[src/rtl/fight_pkg.sv]
// Shared fight-engine definitions: attack phase encodings and the renderer
// colours associated with each phase.
package fight_pkg;

    typedef enum logic [1:0] {
        PH_IDLE     = 2'b00,
        PH_STARTUP  = 2'b01,
        PH_ACTIVE   = 2'b10,
        PH_RECOVERY = 2'b11
    } phase_e;

    // 12-bit RGB tint the renderer applies to a character in each phase
    localparam logic [11:0] COL_IDLE     = 12'h888;
    localparam logic [11:0] COL_STARTUP  = 12'hFF0;
    localparam logic [11:0] COL_ACTIVE   = 12'hF00;
    localparam logic [11:0] COL_RECOVERY = 12'h00F;

    function automatic logic [11:0] phase_colour(input phase_e ph);
        logic [11:0] col;
        case (ph)
            PH_STARTUP:  col = COL_STARTUP;
            PH_ACTIVE:   col = COL_ACTIVE;
            PH_RECOVERY: col = COL_RECOVERY;
            default:     col = COL_IDLE;
        endcase
        return col;
    endfunction

endpackage

[src/rtl/attack_sequencer_if.sv]
// Per-player attack control bus: frame/enable/button/hit inputs toward the
// sequencer, phase and hit-confirm outputs toward renderer and collision logic.
interface attack_sequencer_if;

    logic       frame_tick;
    logic       enable;
    logic       attack_btn;
    logic       hit_in;
    logic [1:0] attack_phase;
    logic       attack_busy;
    logic       hit_ack;
    logic [7:0] frames_left;

    modport master (
        output frame_tick,
        output enable,
        output attack_btn,
        output hit_in,
        input  attack_phase,
        input  attack_busy,
        input  hit_ack,
        input  frames_left
    );

    modport slave (
        input  frame_tick,
        input  enable,
        input  attack_btn,
        input  hit_in,
        output attack_phase,
        output attack_busy,
        output hit_ack,
        output frames_left
    );

endinterface

[src/rtl/attack_sequencer.sv]
// Frame-based attack state machine: IDLE -> STARTUP -> ACTIVE -> RECOVERY,
// with press edge detection, a one-deep late-recovery buffer and single hit confirm.
module attack_sequencer
    import fight_pkg::*;
#(
    parameter int STARTUP_FRAMES  = 5,
    parameter int ACTIVE_FRAMES   = 2,
    parameter int RECOVERY_FRAMES = 16,
    parameter int BUFFER_FRAMES   = 4
) (
    input  logic              clk,
    input  logic              rst_n,
    attack_sequencer_if.slave bus
);

    localparam logic [7:0] STARTUP_LOAD  = 8'(STARTUP_FRAMES - 1);
    localparam logic [7:0] ACTIVE_LOAD   = 8'(ACTIVE_FRAMES - 1);
    localparam logic [7:0] RECOVERY_LOAD = 8'(RECOVERY_FRAMES - 1);
    localparam logic [7:0] BUFFER_LIMIT  = 8'(BUFFER_FRAMES);

    phase_e     phase_q, phase_d;
    logic [7:0] frames_left_q, frames_left_d;
    logic       pend_q, pend_d;
    logic       buf_q, buf_d;
    logic       hit_landed_q, hit_landed_d;
    logic       hit_ack_q, hit_ack_d;
    logic       busy_q, busy_d;
    logic       btn_q, btn_d;

    logic press;
    logic count_done;

    assign press      = bus.attack_btn & ~btn_q;
    assign count_done = (frames_left_q == 8'd0);

    always_ff @(posedge clk or negedge rst_n) begin
        if (!rst_n) begin
            phase_q       <= PH_IDLE;
            frames_left_q <= 8'd0;
            pend_q        <= 1'b0;
            buf_q         <= 1'b0;
            hit_landed_q  <= 1'b0;
            hit_ack_q     <= 1'b0;
            busy_q        <= 1'b0;
            btn_q         <= 1'b0;
        end else begin
            phase_q       <= phase_d;
            frames_left_q <= frames_left_d;
            pend_q        <= pend_d;
            buf_q         <= buf_d;
            hit_landed_q  <= hit_landed_d;
            hit_ack_q     <= hit_ack_d;
            busy_q        <= busy_d;
            btn_q         <= btn_d;
        end
    end

    always_comb begin
        phase_d       = phase_q;
        frames_left_d = frames_left_q;
        pend_d        = pend_q;
        buf_d         = buf_q;
        hit_landed_d  = hit_landed_q;
        hit_ack_d     = 1'b0;
        // button history keeps tracking while disabled so a held button never fires on enable
        btn_d         = bus.attack_btn;

        if (!bus.enable) begin
            phase_d       = PH_IDLE;
            frames_left_d = 8'd0;
            pend_d        = 1'b0;
            buf_d         = 1'b0;
            hit_landed_d  = 1'b0;
        end else begin
            case (phase_q)
                PH_IDLE: begin
                    if (bus.frame_tick && (pend_q || press)) begin
                        phase_d       = PH_STARTUP;
                        frames_left_d = STARTUP_LOAD;
                        pend_d        = 1'b0;
                        hit_landed_d  = 1'b0;
                    end else if (press) begin
                        pend_d = 1'b1;
                    end
                end

                PH_STARTUP: begin
                    if (bus.frame_tick) begin
                        if (!count_done) begin
                            frames_left_d = frames_left_q - 8'd1;
                        end else begin
                            phase_d       = PH_ACTIVE;
                            frames_left_d = ACTIVE_LOAD;
                        end
                    end
                end

                PH_ACTIVE: begin
                    if (bus.hit_in && !hit_landed_q) begin
                        hit_ack_d    = 1'b1;
                        hit_landed_d = 1'b1;
                    end
                    if (bus.frame_tick) begin
                        if (!count_done) begin
                            frames_left_d = frames_left_q - 8'd1;
                        end else begin
                            phase_d       = PH_RECOVERY;
                            frames_left_d = RECOVERY_LOAD;
                        end
                    end
                end

                PH_RECOVERY: begin
                    if (press && (frames_left_q < BUFFER_LIMIT)) begin
                        buf_d = 1'b1;
                    end
                    if (bus.frame_tick) begin
                        if (!count_done) begin
                            frames_left_d = frames_left_q - 8'd1;
                        end else if (buf_q || press) begin
                            // chain straight into the next attack without an IDLE frame
                            phase_d       = PH_STARTUP;
                            frames_left_d = STARTUP_LOAD;
                            buf_d         = 1'b0;
                            hit_landed_d  = 1'b0;
                        end else begin
                            phase_d       = PH_IDLE;
                            frames_left_d = 8'd0;
                            buf_d         = 1'b0;
                        end
                    end
                end

                default: begin
                    phase_d       = PH_IDLE;
                    frames_left_d = 8'd0;
                end
            endcase
        end

        busy_d = (phase_d != PH_IDLE);
    end

    assign bus.attack_phase = phase_q;
    assign bus.attack_busy  = busy_q;
    assign bus.hit_ack      = hit_ack_q;
    assign bus.frames_left  = frames_left_q;

endmodule

[src/flat_wrapper.sv]
// flat-port wrapper written by rule: the top's interface ports become plain ports
module attack_sequencer_flat import fight_pkg::*;
#(
    parameter int STARTUP_FRAMES  = 5,
    parameter int ACTIVE_FRAMES   = 2,
    parameter int RECOVERY_FRAMES = 16,
    parameter int BUFFER_FRAMES   = 4
)
  (clk, rst_n, bus_frame_tick, bus_enable, bus_attack_btn, bus_hit_in, bus_attack_phase, bus_attack_busy, bus_hit_ack, bus_frames_left);
  attack_sequencer_if bus_i ();
  input  logic clk;
  input  logic rst_n;
  input wire logic [$bits(bus_i.frame_tick)-1:0] bus_frame_tick;
  input wire logic [$bits(bus_i.enable)-1:0] bus_enable;
  input wire logic [$bits(bus_i.attack_btn)-1:0] bus_attack_btn;
  input wire logic [$bits(bus_i.hit_in)-1:0] bus_hit_in;
  output wire logic [$bits(bus_i.attack_phase)-1:0] bus_attack_phase;
  output wire logic [$bits(bus_i.attack_busy)-1:0] bus_attack_busy;
  output wire logic [$bits(bus_i.hit_ack)-1:0] bus_hit_ack;
  output wire logic [$bits(bus_i.frames_left)-1:0] bus_frames_left;
  assign bus_i.frame_tick = bus_frame_tick;
  assign bus_i.enable = bus_enable;
  assign bus_i.attack_btn = bus_attack_btn;
  assign bus_i.hit_in = bus_hit_in;
  assign bus_attack_phase = bus_i.attack_phase;
  assign bus_attack_busy = bus_i.attack_busy;
  assign bus_hit_ack = bus_i.hit_ack;
  assign bus_frames_left = bus_i.frames_left;
  attack_sequencer #(.STARTUP_FRAMES(STARTUP_FRAMES), .ACTIVE_FRAMES(ACTIVE_FRAMES), .RECOVERY_FRAMES(RECOVERY_FRAMES), .BUFFER_FRAMES(BUFFER_FRAMES)) u_core (.clk(clk), .rst_n(rst_n), .bus(bus_i));
endmodule
[config.mk]
export PLATFORM = sky130hd
export DESIGN_NAME = attack_sequencer_flat
export DESIGN_NICKNAME = d
export VERILOG_FILES = /design/src/rtl/fight_pkg.sv /design/src/rtl/attack_sequencer_if.sv /design/src/rtl/attack_sequencer.sv /design/src/flat_wrapper.sv
export SDC_FILE = /design/constraint.sdc
export NUM_CORES = 1
export LEC_CHECK = 0
export CAP_MARGIN = 15
export CORE_UTILIZATION = 49
export DETAILED_ROUTE_END_ITERATION = 16
export PLACE_DENSITY = 0.83
export SETUP_SLACK_MARGIN = 0.4
export SYNTH_ARGS = -nofsm -noshare
export SYNTH_HDL_FRONTEND = slang
export SYNTH_SLANG_ARGS = --single-unit
[constraint.sdc]
create_clock -name clk -period 4.05 [get_ports clk]
set_input_delay 1.0125 -clock clk [delete_from_list [all_inputs] [get_ports clk]]
set_output_delay 1.0125 -clock clk [all_outputs]
set_load 0.02 [all_outputs]
Word level (Yosys, flattened, before mapping) --
Index checks and enable logic that the tools add are counted.
Cells by class: add/sub/neg operators 1, $mul 0, div/mod/pow operators 0, order comparisons 1, eq/ne operators 14, shift-type cells 0, muxes and demuxes 39, bitwise gates (word level) 2, reductions and logical operators 12
Operator list (count):
- 8-bit two-way mux | 8
- 8-bit case mux with 4 select lines | 1
- 1-bit two-way mux | 19
- 2-bit two-way mux | 8
- 3-bit by 2-bit inequality test with 1-bit output (second input constant) | 4
- 3-bit inequality test (second input constant) | 3
- 8-bit logical NOT | 1
- 8-bit by 3-bit less-than comparator with 1-bit output (second input constant) | 1
- 2-bit case mux with 4 select lines | 1
- 8-bit by 1-bit subtractor with 8-bit output (second input constant) | 1
- 6-bit AND reduction | 1
- 2-bit == test (second input constant) | 2
- 2-bit by 1-bit inequality test with 1-bit output (second input constant) | 2
- 4-bit by 1-bit inequality test with 1-bit output (second input constant) | 1
- 4-bit AND reduction | 1
- 1-bit logical AND | 3
- 3-bit two-way mux | 1
- 3-bit by 1-bit inequality test with 1-bit output (second input constant) | 1
- 1-bit case mux with 3 select lines | 1
- 2-bit by 1-bit == test with 1-bit output (second input constant) | 1
- 2-bit logical NOT | 1
- 1-bit logical OR | 2
- 2-bit AND reduction | 1
- 2-bit nonzero test | 1
- other kinds (3) | 3
Word-level totals: register bits after elaboration 16, bits in latches 0, RAM bits 0, ROM bits 0, input bits 6, output and inout port bits 12, logic and storage cells 77, memories 0

Logic depth before layout (Yosys ltp) --
Gate-level depths: netlist of run 1.
depth in word-level cells 9, mapped depth 7, gate-level depth less buffers 6

Worst setup path after synthesis of run 1 --
OpenSTA, ideal clock, no wires.
kind input port to flip-flop, start input port bus_attack_btn, end register u_core.frames_left_q[5], in the netlist u_core.bus.frames_left[5], library setup time 128 ps, arrival time 1994 ps, required time 3922 ps, slack 1928 ps, stages 6, path buffers 1, path through nor2b_1 clkbuf_2 o41ai_4 a211oi_1 xnor2_1 nor2_1
On the way: word-level cells in the longest chain between the ends 5
RTL lines:
- from (decl) | RTL line flat_wrapper.sv:15 | input wire logic [$bits(bus_i.attack_btn)-1:0] bus_attack_btn;
- 1-bit bitwise AND | RTL line attack_sequencer.sv:33 | assign press = bus.attack_btn & ~btn_q;
- 1-bit logical OR | RTL line attack_sequencer.sv:77 | if (bus.frame_tick && (pend_q || press)) begin
- 1-bit logical AND | RTL line attack_sequencer.sv:77
- 3-bit by 2-bit inequality test with 1-bit output (no source line)
- 4-bit AND reduction (no source line)
- to (signal assigned) | RTL line attack_sequencer.sv:48 | frames_left_q <= frames_left_d;
- to (decl) | RTL line attack_sequencer.sv:22 | logic [7:0] frames_left_q, frames_left_d;
No other way between the ends. A chain may end at the register's enable or synchronous reset.

Final worst setup path of run 1 --
start register u_core.phase_q[1], in the netlist u_core.bus.attack_phase[1], end output port bus_attack_phase[1]
RTL lines:
- from (decl) | RTL line attack_sequencer.sv:21 | phase_e phase_q, phase_d;
- from (signal assigned) | RTL line attack_sequencer.sv:47 | phase_q <= phase_d;
- to (decl) | RTL line flat_wrapper.sv:17 | output wire logic [$bits(bus_i.attack_phase)-1:0] bus_attack_phase;
No word-level cell between the ends.

==> results of run 1 <==
## routing by layer
layer | up-vias | GRT usage | share of wire
met5 | - | 0 | 0
met3 | 2 | 0.02449 | 0.047
met1 | 366 | 0.2699 | 0.45
met4 | 0 | 0.09091 | 0.0077
met2 | 23 | 0.3147 | 0.49
li1 | 372 | - | -
## where the power goes
part / total (W) / internal (W) / switching (W)
Combinational: 0.000263 / 0.000119 / 0.000144
Clock: 0.000111 / 0.0000547 / 0.0000560
Sequential: 0.000218 / 0.000185 / 0.0000332
Total: 0.000592 / 0.000359 / 0.000233
## Yosys cell counts (2+ instances only)
cell	count	area (um^2)
nor3_1	4	20.02
nand3_1	4	20.02
nor2_1	10	37.54
o21ai_0	5	25.02
a21oi_1	9	45.04
o21ai_1	2	10.01
and2_1	3	18.77
xnor2_1	5	43.79
clkbuf_1	2	7.510
dfrtp_1	16	400.4
a31oi_1	2	12.51
nand2_1	8	30.03
buf_2	3	15.01
nand2b_1	2	12.51
inv_1	3	11.26
and4_1	2	17.52
## worst max-delay path by stage
stage | cells past startpoint | endpoint | slack (ns) | start
after CTS | 1 | bus_attack_phase[1] | 1.51 | u_core.bus.attack_phase[1]
after detailed placement | 6 | u_core.bus.frames_left[5] | 1.23 | bus_attack_btn
after global placement | 5 | u_core.hit_landed_q | 1.32 | bus_attack_btn
final | 1 | bus_attack_phase[1] | 1.51 | u_core.bus.attack_phase[1]
after global routing | 6 | u_core.bus.frames_left[5] | 1.40 | bus_attack_btn
after floorplan | 6 | u_core.bus.frames_left[5] | 1.93 | bus_attack_btn
## layout make-up
| type | instances | share of cell area |
|---|---|---|
| Clock buffer | 4 | 0.03337 |
| Inverter | 3 | 0.01036 |
| Multi-Input combinational cell | 72 | 0.4028 |
| Sequential cell | 16 | 0.3682 |
| Tap cell | 25 | 0.02877 |
| Timing Repair Buffer | 17 | 0.1565 |
## sequential cells by signal, summed over array words and instances (netlist names)
register	cells
u_core.bus.frames_left	8
u_core.bus.attack_phase	2
u_core.btn_q	1
u_core.buf_q	1
u_core.bus.attack_busy	1
u_core.bus.hit_ack	1
u_core.hit_landed_q	1
u_core.pend_q	1
## cells in the final DEF (no fill, tap or decap), types with 2 or more instances in the layout
| cell | n |
|---|---|
| and2_1 | 3 |
| o21ai_1 | 2 |
| nor2_1 | 10 |
| nor3_1 | 4 |
| nand2_1 | 8 |
| clkbuf_4 | 3 |
| dfrtp_1 | 16 |
| clkdlybuf4s50_1 | 17 |
| a21oi_1 | 9 |
| nand2b_1 | 2 |
| inv_1 | 3 |
| and4_1 | 2 |
| nand3_1 | 4 |
| xnor2_1 | 5 |
| o21ai_0 | 5 |
| a31oi_1 | 2 |
## cells by family after synthesis
group / after synthesis
XOR/XNOR: 5
AND/OR/NAND/NOR: 38
AO/OA/AOI/OAI: 28
flip-flops: 16
adder cells (fa/ha/maj): 1
buffers and inverters: 10
## metrics by stage
step                setup slack (ns)  instances  power [W]
floorplan                      1.928         98  0.0004046
global placement               1.323        133  0.0004782
detailed placement             1.227        133  0.0004815
CTS                            1.506        137  0.0005937
global route                   1.402        137  0.0006261
finish                         1.510        137  0.0005918
==> metrics.cfg, run 1 <==
[critical_path]
setup.worst_path.class=flip-flop to primary output
timing.critical_path.arrival_ns=1.53
r2r_slack_ns=2.34
critPathCaptureType=primary output
crit_chain=clkdlybuf4s50_1
worst-path-buf-inv=1
path_delay_family=buffers and inverters
worst_r2r_endpoint=u_core.bus.frames_left[5]
critical-path-slowest-cell=clkdlybuf4s50_1
crit_path_max_fanout=10
slowest_delay_ns=0.67
crit-reg2reg-launch=u_core.bus.attack_phase[1]
rr_worst_depth=4
worst_setup_path_start_kind=flip-flop
crit_required_ns=3.04

[clocking]
ctsResizeCount=0
clock_latency_on_the_worst_skew_pair_ns=0.29
cts_max_path_buffers=2
tritoncts=yes
htree_levels=1
clkSinkCount=16
tritoncts.num_buffers=3
worst_setup_hold_path_clk_slew_ns=0.10
clockRootBuffer=clkbuf_4
cts-hold-fix-buffers=0
cts_setup_buffers=0

[logic_synthesis]
synth-main-ff-cell=dfrtp_1
yosys_register_bits=16
combinational_family_with_the_most_area_after_synthesis=compound AO/OA/AOI/OAI gates
postSynthCellCount=98
synth_mux_area_frac=0
yosys.area_share.simple=0.2127
post_synth_xor_area_fraction=0.04930
synth_compound_area_frac=0.2169
synth_edf_count=0
number_of_distinct_library_cells_after_synthesis=34
post_syn_area_um2=888.4
synth-adder-area-share=0.01408
yosys_warnings=0
synthesis.area_per_instance_um2=9.065
syn-num-nets=105
ys_async_sr_fraction=1.000
portion_of_the_post_synthesis_area_used_by_sequential_elements=0.4507

[finish]
finalInstanceArea_mm2=0.001087
fraction_of_layout_instances_using_a_drive_strength_above_1=0.05357
fin_util=0.6366
register_area_um2=400.4
fill_cells=137
antenna_cells=0
flow.area_growth_from_synthesis_pct=22.39
nets=120
area_taken_by_multi_input_logic_gates_um2=437.9

[sta]
slew_headroom=0.5276
timing.hold.ws_ns=0.4662
finalCritPeriodShare=0.6272
fin_skew_ns=0.001253
timing_max_transition_violations_final=0
totalNegativeSetupSlack_ns=0
finalSetupViolations=0
worstMarginPinSlew_ns=0.7063
finalHoldViolations=0
achievable-frequency_mhz=393.7
min_period_ns=2.540
rsz0062_at_grt=false

[routing]
vias=763
drt_pass1_iterations=4
finalWirelength_um=1827
routedWlPerCell_um=13.34
detail_route.vias_per_cell=5.569
drt_first_iter_violations=16
drc_errors=0
route.antenna.remaining_nets=0

[floorplan]
start_util=0.5201
io-pin-count=18
placement_rows=15
core_mm2=0.001708
fp.dieW_um=44.58
die_h_um=44.58
dieArea_mm2=0.001987

[worst_hold_path]
worst_hold_path_type=flip-flop to flip-flop
min_path_cells=1
whs_endpoint=u_core.bus.hit_ack
hold_start=u_core.hit_landed_q

[power]
max-vdd-ir-drop_v=0.0003488
leakage_nw=0.4785
cellPowerDensity_mw_per_mm2=544.3

[global_route]
first_global_vias=709
globalRouteOverflowTotal=0
grt_first_pass_wirelength_um=2946
largest_net_degree_at_the_start_of_global_routing=17
antenna_found_initial=0
grt.total_usage=0.1985

[placed_design]
gp_routability_congestion=0.8513
post-dp-hpwl_um=1259
placed_area_mm2=0.001051
placement.io_buffers=17

[job]
maxCapViolCount=0

[status]
outcome=completed

No activity file was read; power rests on OpenSTA's default activity.
==> run 2: changes to the inputs <==
==> constraint.sdc (replaced) <==
create_clock -name clk -period 2.65 [get_ports clk]
set_input_delay 0.6625 -clock clk [delete_from_list [all_inputs] [get_ports clk]]
set_output_delay 0.6625 -clock clk [all_outputs]
set_load 0.02 [all_outputs]
==> run 2 against run 1 <==
Combinational power grew 52%. Via count down 1.0%. Die area is the same. Sequential power increased by 53%. Worst setup slack worse by 1.0 ns. Largest cell class unchanged. Sequential share of layout area about the same. Non-clock buffer count rose by 2. Register-to-register slack worse by 1.4 ns. Clock skew up 0.0049 ns.
==> metrics.cfg, run 2 (same netlist as run 1, synthesis figures left out) <==
[clocking]
tritoncts.num_buffers=3
cts_max_path_buffers=2
cts-hold-fix-buffers=0
clock_latency_on_the_worst_skew_pair_ns=0.28
tritoncts=yes
htree_levels=1
cts_setup_buffers=0
ctsResizeCount=0
clockRootBuffer=clkbuf_4
worst_setup_hold_path_clk_slew_ns=0.09
clkSinkCount=16

[finish]
fin_util=0.6374
finalInstanceArea_mm2=0.001089
leading_cell_type_in_the_layout_fill_and_taps_excluded=clkdlybuf4s50_1
nets=122
most_used_cells_in_the_layout_excluding_fill_and_tap_cells=clkdlybuf4s50_1 (17), dfrtp_1 (16), nor2_1 (10)
fraction_of_layout_instances_using_a_drive_strength_above_1=0.06195
largest_register_ffs=8
antenna_cells=0
flow.area_growth_from_synthesis_pct=22.53
fill_cells=150

[routing]
drt_first_iter_violations=19
route.antenna.remaining_nets=0
drt_pass1_iterations=4
drc_errors=0
detail_route.vias_per_cell=5.471
vias=755
routedWlPerCell_um=12.48
finalWirelength_um=1722

[critical_path]
worst_setup_path_start_kind=flip-flop
worst_r2r_endpoint=u_core.bus.frames_left[7]
critical-path-slowest-cell=clkdlybuf4s50_1
crit_required_ns=1.99
crit_path_max_fanout=10
slowest_delay_ns=0.67
crit-reg2reg-launch=u_core.bus.frames_left[0]
path_delay_family=buffers and inverters
timing.critical_path.arrival_ns=1.51
critPathCaptureType=primary output
rr_worst_depth=6
crit_chain=clkdlybuf4s50_1
r2r_slack_ns=0.96
setup.worst_path.class=flip-flop to primary output
worst-path-buf-inv=1

[floorplan]
core_mm2=0.001708
placement_rows=15
start_util=0.5201
io-pin-count=18
fp.dieW_um=44.58
dieArea_mm2=0.001987
die_h_um=44.58

[placed_design]
post-dp-hpwl_um=1263
gp_routability_congestion=0.8008
placement.io_buffers=17
placed_area_mm2=0.001066

[power]
cellPowerDensity_mw_per_mm2=789.0
switchingPower_w=0.0003394
portion_of_total_power_attributed_to_the_clock_network=0.145
switching_share=0.3952
max-vdd-ir-drop_v=0.0005203
leakage_nw=0.4813
seq_power_share=0.389
combPwrFrac=0.466
power_report.internal_total_w=0.0005194

[sta]
timing.hold.ws_ns=0.4611
slew_headroom=0.5171
totalNegativeSetupSlack_ns=0
finalCritPeriodShare=0.8192
fin_skew_ns=0.006162
min_period_ns=2.171
worstMarginPinSlew_ns=0.7221
timing_max_transition_violations_final=0
finalHoldViolations=0
rsz0062_at_grt=false
achievable-frequency_mhz=460.7
finalSetupViolations=0

[global_route]
grt_first_pass_wirelength_um=2973
antenna_found_initial=0
first_global_vias=700
globalRouteOverflowTotal=0
largest_net_degree_at_the_start_of_global_routing=17
grt.total_usage=0.2041

[worst_hold_path]
min_path_cells=1
hold_start=u_core.hit_landed_q
whs_endpoint=u_core.bus.hit_ack
worst_hold_path_type=flip-flop to flip-flop

[job]
maxCapViolCount=0

[status]
outcome=completed

[run 2: area by class of cell]
cell class | instances | area, um^2 | area share
sequential | 16 | 400.4 | 0.3678
tap | 25 | 31.28 | 0.02874
clock buffer | 3 | 22.52 | 0.02069
inverter | 3 | 11.26 | 0.01034
multi-input combinational | 72 | 437.9 | 0.4023
timing repair buffer | 19 | 185.2 | 0.1701
[run 2: how the worst max path moves through the flow]
stage               cells after the start  slack, ns                        end                  startpoint
floorplan                               6       0.88  u_core.bus.frames_left[5]              bus_attack_btn
global placement                        7       0.32  u_core.bus.frames_left[5]              bus_attack_btn
detailed placement                      7       0.30  u_core.bus.frames_left[5]              bus_attack_btn
CTS                                     1       0.47        bus_attack_phase[1]  u_core.bus.attack_phase[1]
global route                            1       0.43        bus_attack_phase[1]  u_core.bus.attack_phase[1]
finish                                  1       0.48        bus_attack_phase[1]  u_core.bus.attack_phase[1]
[run 2: through the flow]
| stage | total power (W) | worst slack [ns] | std cells |
|---|---|---|---|
| after global placement | 0.0007325 | 0.3201 | 135 |
| after global routing | 0.0009246 | 0.4304 | 138 |
| after floorplan | 0.0006183 | 0.8780 | 98 |
| after CTS | 0.0008680 | 0.4683 | 138 |
| after detailed placement | 0.0007376 | 0.2998 | 135 |
| final | 0.0008588 | 0.4792 | 138 |
[run 2: routing by layer]
metal / track usage / share of wire / up-vias
met5: 0 / 0 / -
met4: 0.1091 / 0.013 / 0
met3: 0.02449 / 0.036 / 4
met2: 0.3206 / 0.49 / 15
met1: 0.2746 / 0.46 / 360
li1: - / - / 376
[run 2: power by group through the flow]
stage | clock network [W] | registers [W] | logic [W]
2_1_floorplan | 0 | 0.000370 | 0.000248
3_3_place_gp | 0 | 0.000337 | 0.000396
3_5_place_dp | 0 | 0.000337 | 0.000400
4_1_cts | 0.000131 | 0.000333 | 0.000403
5_1_grt | 0.000137 | 0.000341 | 0.000447
6_report | 0.000124 | 0.000334 | 0.000400
==> run 3: changes to the inputs <==
==> constraint.sdc (replaced) <==
create_clock -name clk -period 2.2 [get_ports clk]
set_input_delay 0.55 -clock clk [delete_from_list [all_inputs] [get_ports clk]]
set_output_delay 0.55 -clock clk [all_outputs]
set_load 0.02 [all_outputs]
==> run 3 against run 2 <==
Die area is the same. Total power grew 25%. Flip-flop and latch count is the same. Final area grew 4.1%. Via count grew 3.3%. Global-route usage shrank 0.087 points. Final cell count grew 2.9%. Sequential power grew 20%. Clock power grew 60%. Clock skew shrank 0.0030 ns. Clock-buffer cell count grew 1. Combinational power grew 18%. Critical path type unchanged. Critical endpoint is now bus_attack_phase[0].
==> metrics.cfg, run 3 (same netlist as run 1, synthesis figures left out) <==
[clocking]
cts_max_path_buffers=2
clkSinkCount=16
htree_levels=1
clock_latency_on_the_worst_skew_pair_ns=0.30
worst_setup_hold_path_clk_slew_ns=0.09
clockRootBuffer=clkbuf_4
tritoncts.num_buffers=3
tritoncts=yes

[critical_path]
rr_worst_depth=6
worst-path-buf-inv=1
setup.worst_path.class=flip-flop to primary output
path_delay_family=flip-flops
crit-reg2reg-launch=u_core.bus.frames_left[0]
critPathCaptureType=primary output
crit_chain=dlygate4sd2_1
slowest_delay_ns=0.49
worst_setup_path_start_kind=flip-flop
r2r_slack_ns=0.51
critical-path-slowest-cell=dfrtp_2
crit_required_ns=1.65
worst_r2r_endpoint=u_core.bus.frames_left[5]
crit_path_max_fanout=11
timing.critical_path.arrival_ns=1.14
cp-startpoint=u_core.bus.attack_phase[0]

[routing]
finalWirelength_um=1858
drt_pass1_iterations=4
detail_route.vias_per_cell=5.493
vias=780
drt_first_iter_violations=13
route.antenna.remaining_nets=0
drc_errors=0
routedWlPerCell_um=13.08

[sta]
setup_slack_ns=0.5092
fin_skew_ns=0.003212
rsz0062_at_grt=true
finalHoldViolations=0
min_period_ns=1.691
totalNegativeSetupSlack_ns=0
worstMarginPinSlew_ns=0.4155
slew_headroom=0.7221
achievable-frequency_mhz=591.4
finalSetupViolations=0
finalCritPeriodShare=0.7685
timing_max_transition_violations_final=0

[worst_hold_path]
hold_start=bus_attack_btn
worst_hold_path_type=primary input to flip-flop
min_path_cells=1
whs_endpoint=u_core.btn_q

[finish]
largest_register_ffs=8
flow.area_growth_from_synthesis_pct=27.61
most_used_cells_in_the_layout_excluding_fill_and_tap_cells=dfrtp_1 (14), nor2_1 (10), dlygate4sd2_1 (10)
nets=125
finalInstanceArea_mm2=0.001134
antenna_cells=0
leading_cell_type_in_the_layout_fill_and_taps_excluded=dfrtp_1
fraction_of_layout_instances_using_a_drive_strength_above_1=0.1368

[power]
leakage_nw=0.5956
finalPower_w=0.001073
cellPowerDensity_mw_per_mm2=946.8
max-vdd-ir-drop_v=0.0005895

[placed_design]
placed_area_mm2=0.001081
pre_cts_slack_ns=0.08848
post-dp-hpwl_um=1298
placement.io_buffers=17
gp_routability_congestion=0.8857

[global_route]
largest_net_degree_at_the_start_of_global_routing=17
grt.total_usage=0.2032
grt_first_pass_wirelength_um=2891
globalRouteOverflowTotal=0
antenna_found_initial=0
first_global_vias=691

[status]
outcome=completed

[floorplan]
core_mm2=0.001708
fp.dieW_um=44.58
placement_rows=15
io-pin-count=18
start_util=0.5201
dieArea_mm2=0.001987
die_h_um=44.58

[job]
maxCapViolCount=0

-- run 3: final cells by class --
type / count / area [um^2]
multi-input cells: 72 / 446.7
fillers: 159 / 574.3
clock buffers: 4 / 36.28
well taps: 25 / 31.28
inverters: 3 / 11.26
repair buffers: 22 / 205.2
flip-flops and latches: 16 / 402.9
-- run 3: worst max path at each step --
stage | cells past startpoint | slack, ns | to
2_1_floorplan | 6 | 0.54 | u_core.bus.frames_left[5]
4_1_cts | 6 | 0.41 | u_core.hit_landed_q
6_report | 1 | 0.51 | bus_attack_phase[0]
3_5_place_dp | 7 | 0.09 | u_core.bus.frames_left[2]
3_3_place_gp | 6 | 0.12 | u_core.hit_landed_q
5_1_grt | 6 | 0.37 | u_core.bus.frames_left[5]
-- run 3: power by group --
group          switching [W]  total (W)  internal, W
sequential         0.0000600   0.000402     0.000342
combinational       0.000270   0.000473     0.000203
clock              0.0000971   0.000198     0.000101
total               0.000428    0.00107     0.000646
-- run 3: through the flow --
step | std cells | utilization | hold slack (ns)
final | 142 | 0.6637 | 0.3827
after global routing | 142 | 0.6637 | 0.3857
after CTS | 141 | 0.6484 | 0.4582
after detailed placement | 137 | 0.6330 | 0.4459
after global placement | 137 | 0.6330 | 0.4376
after floorplan | 98 | - | 0.2544
-- run 3: worst register-to-register path, stage by stage, from the launching register on --
cell	delay, ns
dfrtp_1	0.43
inv_1	0.13
ha_1	0.30
and3_2	0.30
nor2_1	0.05
o21ai_1	0.27
nor2_1	0.10
-- run 3: layer usage --
layer,routed length [um],GRT usage,up-vias
met4,59,0.1455,0
met5,0,0,-
met3,73,0.02857,5
met2,852,0.3000,20
li1,-,-,388
met1,872,0.2711,367
-- run 3: repair_timing --
| item | CTS | global route |
|---|---|---|
| setup endpoints to repair | 10 | 12 |
| pin swaps | 0 | 2 |
| buffers inserted | 0 | 1 |
| endpoints found under the hold margin | 0 | 0 |
| gates resized for setup | 12 | 7 |
| hold buffers | 0 | 0 |
